### src/rtl/uart_tx_param_pkg.sv
// Shared types and helpers for the parametrised UART transmitter.
// Parity support is compiled in by defining UART_TX_PARITY_EN.
package uart_pkg;

    typedef enum logic [2:0] {
        IDLE   = 3'd0,
        START  = 3'd1,
        DATA   = 3'd2,
        PARITY = 3'd3,
        STOP   = 3'd4
    } state_t;

    localparam int DEF_CLK_DIV   = 5208;
    localparam int MAX_DATA_BITS = 9;

    // Narrower words are zero-extended by the caller, which leaves the XOR unchanged.
    function automatic logic calc_parity(input logic [MAX_DATA_BITS-1:0] data, input logic odd);
        return (^data) ^ odd;
    endfunction

endpackage

### src/rtl/uart_tx_param_if.sv
// Valid/ready word handshake between the packet logic and the UART transmitter.
interface uart_tx_param_if #(
    parameter int DATA_BITS = 8
);
    logic [DATA_BITS-1:0] tx_data;
    logic                 tx_valid;
    logic                 tx_ready;

    modport master (output tx_data, output tx_valid, input  tx_ready);
    modport slave  (input  tx_data, input  tx_valid, output tx_ready);
endinterface

### src/rtl/uart_tx_param_baud_gen.sv
// Bit-period timer: bit_tick is high on the last clk cycle of each bit period.
// Held cleared while en is low so every frame starts on a fresh period.
import uart_pkg::*;

module uart_baud_gen #(
    parameter int CLK_DIV = DEF_CLK_DIV
) (
    input  logic clk,
    input  logic rst,
    input  logic en,
    output logic bit_tick
);
    localparam int            CW   = (CLK_DIV > 1) ? $clog2(CLK_DIV) : 1;
    localparam logic [CW-1:0] LAST = CW'(CLK_DIV - 1);

    logic [CW-1:0] cnt;

    always_ff @(posedge clk) begin
        if (rst || !en)
            cnt <= '0;
        else if (cnt == LAST)
            cnt <= '0;
        else
            cnt <= cnt + 1'b1;
    end

    assign bit_tick = en && (cnt == LAST);

endmodule

### src/rtl/uart_tx_param.sv
// Parametrised UART transmitter: START, DATA_BITS data LSB first, optional parity, STOP_BITS stop.
// Define UART_TX_PARITY_EN to insert a parity bit (sense selected by PARITY_ODD).
import uart_pkg::*;

module uart_tx_param #(
    parameter int CLK_DIV    = DEF_CLK_DIV,
    parameter int DATA_BITS  = 8,
    parameter int STOP_BITS  = 1,
    parameter int PARITY_ODD = 0
) (
    input  logic               clk,
    input  logic               rst,
    uart_tx_param_if.slave     bus,
    output logic               tx,
    output logic               busy,
    output logic               done
);
    localparam int            BW        = $clog2(DATA_BITS + 1);
    localparam logic [BW-1:0] LAST_DATA = BW'(DATA_BITS - 1);
    localparam logic [BW-1:0] LAST_STOP = BW'(STOP_BITS - 1);

    generate
        if (CLK_DIV < 2 || DATA_BITS < 5 || DATA_BITS > 9 ||
            (STOP_BITS != 1 && STOP_BITS != 2) ||
            (PARITY_ODD != 0 && PARITY_ODD != 1)) begin : g_bad_param
            $error("uart_tx_param: illegal parameter combination");
        end
    endgenerate

    state_t                state;
    logic [BW-1:0]         bit_cnt;
    logic [DATA_BITS-1:0]  shreg;
    logic                  bit_tick;
    logic                  baud_en;
`ifdef UART_TX_PARITY_EN
    localparam logic       ODD = (PARITY_ODD != 0);
    logic                  par_bit;
`endif

    assign baud_en      = (state != IDLE);
    assign bus.tx_ready = (state == IDLE);
    assign done         = (state == STOP) && bit_tick && (bit_cnt == LAST_STOP);

    uart_baud_gen #(.CLK_DIV(CLK_DIV)) u_baud (
        .clk      (clk),
        .rst      (rst),
        .en       (baud_en),
        .bit_tick (bit_tick)
    );

    always_ff @(posedge clk) begin
        if (rst) begin
            state   <= IDLE;
            tx      <= 1'b1;
            busy    <= 1'b0;
            bit_cnt <= '0;
            shreg   <= '0;
`ifdef UART_TX_PARITY_EN
            par_bit <= 1'b0;
`endif
        end else begin
            case (state)
                IDLE: begin
                    if (bus.tx_valid) begin
                        shreg   <= bus.tx_data;
`ifdef UART_TX_PARITY_EN
                        par_bit <= calc_parity(MAX_DATA_BITS'(bus.tx_data), ODD);
`endif
                        state   <= START;
                        tx      <= 1'b0;
                        busy    <= 1'b1;
                        bit_cnt <= '0;
                    end
                end
                START: begin
                    if (bit_tick) begin
                        state   <= DATA;
                        tx      <= shreg[0];
                        shreg   <= shreg >> 1;
                        bit_cnt <= '0;
                    end
                end
                DATA: begin
                    if (bit_tick) begin
                        if (bit_cnt == LAST_DATA) begin
                            bit_cnt <= '0;
`ifdef UART_TX_PARITY_EN
                            state   <= PARITY;
                            tx      <= par_bit;
`else
                            state   <= STOP;
                            tx      <= 1'b1;
`endif
                        end else begin
                            bit_cnt <= bit_cnt + 1'b1;
                            tx      <= shreg[0];
                            shreg   <= shreg >> 1;
                        end
                    end
                end
`ifdef UART_TX_PARITY_EN
                PARITY: begin
                    if (bit_tick) begin
                        state   <= STOP;
                        tx      <= 1'b1;
                        bit_cnt <= '0;
                    end
                end
`endif
                STOP: begin
                    // The last stop tick is the done cycle; IDLE follows on the next edge.
                    if (bit_tick) begin
                        if (bit_cnt == LAST_STOP) begin
                            state   <= IDLE;
                            busy    <= 1'b0;
                            bit_cnt <= '0;
                        end else begin
                            bit_cnt <= bit_cnt + 1'b1;
                        end
                    end
                end
                default: begin
                    state   <= IDLE;
                    tx      <= 1'b1;
                    busy    <= 1'b0;
                    bit_cnt <= '0;
                end
            endcase
        end
    end

endmodule

### src/flat_wrapper.sv
// flat-port wrapper written by rule: the top's interface ports become plain ports
module uart_tx_param_flat 
#(
    parameter int CLK_DIV    = DEF_CLK_DIV,
    parameter int DATA_BITS  = 8,
    parameter int STOP_BITS  = 1,
    parameter int PARITY_ODD = 0
)
  (clk, rst, tx, busy, done, bus_tx_data, bus_tx_valid, bus_tx_ready);
  uart_tx_param_if #(.DATA_BITS(DATA_BITS)) bus_i ();
  input  logic clk;
  input  logic rst;
  output logic tx;
  output logic busy;
  output logic done;
  input wire logic [$bits(bus_i.tx_data)-1:0] bus_tx_data;
  input wire logic [$bits(bus_i.tx_valid)-1:0] bus_tx_valid;
  output wire logic [$bits(bus_i.tx_ready)-1:0] bus_tx_ready;
  assign bus_i.tx_data = bus_tx_data;
  assign bus_i.tx_valid = bus_tx_valid;
  assign bus_tx_ready = bus_i.tx_ready;
  uart_tx_param #(.CLK_DIV(CLK_DIV), .DATA_BITS(DATA_BITS), .STOP_BITS(STOP_BITS), .PARITY_ODD(PARITY_ODD)) u_core (.clk(clk), .rst(rst), .bus(bus_i), .tx(tx), .busy(busy), .done(done));
endmodule
### config.mk
export PLATFORM = sky130hd
export DESIGN_NAME = uart_tx_param_flat
export DESIGN_NICKNAME = d
export VERILOG_FILES = /design/src/rtl/uart_tx_param_pkg.sv /design/src/rtl/uart_tx_param_if.sv /design/src/rtl/uart_tx_param_baud_gen.sv /design/src/rtl/uart_tx_param.sv /design/src/flat_wrapper.sv
export SDC_FILE = /design/constraint.sdc
export NUM_CORES = 1
export LEC_CHECK = 0
export BUFFER_PORTS_ARGS = -buffer_cell sky130_fd_sc_hd__buf_2
export CORE_ASPECT_RATIO = 0.7
export CORE_MARGIN = 3
export CORE_UTILIZATION = 30
export CTS_CLUSTER_DIAMETER = 100
export DETAILED_ROUTE_END_ITERATION = 16
export HOLD_SLACK_MARGIN = 0.06
export SLEW_MARGIN = 30
export SYNTH_ARGS = -nofsm -noshare
export SYNTH_HDL_FRONTEND = slang
export SYNTH_SLANG_ARGS = --single-unit
### constraint.sdc
create_clock -name clk -period 4.7 [get_ports clk]
set_input_delay 0.705 -clock clk [delete_from_list [all_inputs] [get_ports clk]]
set_output_delay 0.705 -clock clk [all_outputs]
set_load 0.02 [all_outputs]
==> metrics.cfg <==
[timing]
worstMarginPinSlew_ps = 549
holdWs_ps = 450
relSlewSlack_pct = 63.3
period_needed_ps = 2410
fin_skew_ps = 7.37
final_max_slew_viol_count = 0
setup_violations = 0
rsz0062_at_grt = false
period_share_pct = 51.3
max_freq_mhz = 414
setup-tns-final_ps = 0
final_hold_viol_count = 0
setup_slack_ps = 2290

[global_route]
grt-ovfl-total = 0
antenna_found_initial = 0
grtUsageTotal_pct = 11.8
grt_pass1_vias = 1172
grt_pass1_wl_um = 5880
grt_max_degree = 26

[placed_design]
globalplace.congestion = 0.773
placed_cells = 264
numPortBuffers = 14
hpwl_um = 2550
dp_worst_setup_slack_ps = 2560

[setup_path]
endpoint_kind = primary output
crit_required_ps = 3990
rr_endpoint = u_core.shreg[0]
startpoint_type = flip-flop
reg2reg_slack_ps = 2530
cp_max_fo = 17
arrival_ps = 1710
critPathKind = flip-flop to primary output
r2r_cells = 4
r2r_start = u_core.state[2]

[routing]
dr.pass1.iters = 4
route.detailed.drc = 0
drt_iter0_markers = 108
drt-total-wl_um = 3530
num_vias = 1374
viasPerCell = 5.05
avgRoutedWirePerCell_um = 13.0
ant_nets = 0

[synthesis]
yosysWarnings = 0
synth.distinct_cells = 47
ys_ff_latch = 30
synth_seq_area_share_pct = 36.0
syn_area_um2 = 1670
ys_top_cells_by_area = dfxtp_1 36%, mux2_4 6.3%, a21oi_1 4.5%, nand3_1 3.9%, nor2_1 3.4%
synth_fp_nets = 200
synth_edf_count = 0
avgSynthCellArea_um2 = 8.97
synth_top_cell_by_area = dfxtp_1
ys.flop_type = dfxtp_1
synthCells = 186
synth_top_area_share_pct = 36.0
synthArstFlopShare_pct = 0

[cells_and_area]
syn_to_final_growth_pct = 12.5
n_antenna_cell = 0
multiInputGateArea_um2 = 996
final_nets = 213
finalNonFillerCells = 272
fill_cells = 554
final-seq-area_um2 = 601
drive_gt1_share_pct = 19.5

[cts]
numCtsBuffers = 5
clk_latency_ps = 280
post_cts_resized = 0
cts-root-buf = clkbuf_8
clkSinkCount = 30
clk_pin_slew_ps = 60
cts_hold_buffers = 0
cts_buffer_depth = 2
post_cts.repair.setup_buffers = 0
cts_tree = done
htree_levels = 2

[die]
start_util_pct = 31.4
rows = 22
core-area_um2 = 5310
ios = 15
die_area_um2 = 6510
die-width_um = 95.2
die_y_um = 68.4

[power]
power_mw = 1.06
peakVddDrop_mv = 0.179
p_per_area_nw_per_um2 = 563
p_leak_nw = 0.676

[min_path]
holdPathStages = 1
hold_class = flip-flop to flip-flop
min_from = u_core.u_baud.cnt[0]
worstHoldEndpoint = u_core.u_baud.cnt[0]

[run_status]
status = completed

[run]
cap_violations = 0

through the flow:
stage | util (%) | cell area [um2]
2_1_floorplan | - | 1670
3_5_place_dp | 33.6 | 1790
3_3_place_gp | 33.6 | 1790
5_1_grt | 35.4 | 1880
4_1_cts | 35.4 | 1880
6_report | 35.4 | 1880
power by group:
part	leakage [nW]	total (mW)	switching [mW]	internal, mW
clock	0.0482	0.210	0.0925	0.118
combinational	0.384	0.466	0.262	0.205
sequential	0.244	0.381	0.0702	0.311
total	0.676	1.06	0.424	0.634
layout make-up:
| cell class | instances | area share [%] |
|---|---|---|
| clock buffer | 7 | 4.60 |
| clock inverter | 1 | 0.266 |
| inverter | 8 | 1.60 |
| multi-input combinational | 140 | 53.0 |
| sequential | 30 | 32.0 |
| tap | 72 | 4.80 |
| timing repair buffer | 14 | 3.73 |
metal layers:
layer	GRT usage (%)	part of all wire [%]	wire [um]	up-vias
met5	0	0	0	-
met4	3.96	1.2	42	0
met3	3.52	5.6	198	7
met2	13.6	37	1320	25
met1	19.2	56	1970	634
li1	-	-	-	708
critical path, cell delays in order (launching register included):
cell,delay (ps)
dfxtp_1,630
or3b_1,430
nor3_1,180
buf_2,190
state kept, by name, indices dropped and copies added (netlist names):
| register | flops |
|---|---|
| u_core.u_baud.cnt | 13 |
| u_core.tx | 1 |
| u_core.shreg | 8 |
| u_core.state | 3 |
| u_core.bit_cnt | 4 |
| u_core.busy | 1 |
synthesized netlist by cell type (2+ instances only):
master and count:
xor2_1 6, nand2_1 11, buf_2 4, nand3b_1 2, nor2b_1 7, and4_1 2, a22o_1 2, and3_1 2
nor3_1 3, ha_1 3, dfxtp_1 30, o32ai_1 3, a22oi_1 3, nor2_1 15, xnor2_1 3, mux2_4 7
a21oi_1 15, nand3_1 13, or3b_1 2, nand4_1 3, o211ai_1 2, o21ai_0 9, nor4_1 3, clkbuf_1 3
a211oi_1 2, inv_1 7, o2111ai_1 2, or3_1 3
how the worst max path moves through the flow:
stage	startpoint	endpoint	slack, ps
floorplan	u_core.state[0]	done	2560
global placement	u_core.state[2]	done	2600
detailed placement	u_core.state[2]	u_core.shreg[0]	2560
CTS	u_core.state[2]	done	2270
global route	u_core.state[2]	done	2150
finish	u_core.state[2]	done	2290
kinds of logic after synthesis:
kind of cell / share of synthesized area, %
xor gates and xnor gates: 6.67
muxes: 6.90
adders and majority gates: 2.25
DFF: 36.0
and+or+nand+nor: 26.2
buffers and inverters: 4.35
AOI/OAI and AO/OA: 17.6
cell usage in the layout (no fill, tap or decap), types with 3 or more instances in the layout:
master,instances
nor2_1,15
or3_1,3
nand4_1,3
inv_1,7
xor2_1,6
nand3_1,13
xnor2_1,3
a22oi_1,3
nand2_1,11
nor3_1,3
a21oi_1,15
buf_2,14
dfxtp_1,30
nor4_1,3
ha_1,3
nor2b_1,7
o32ai_1,3
clkbuf_8,6
o21ai_0,9
mux2_4,7
Note: power is estimated with default switching activity, not from simulation.
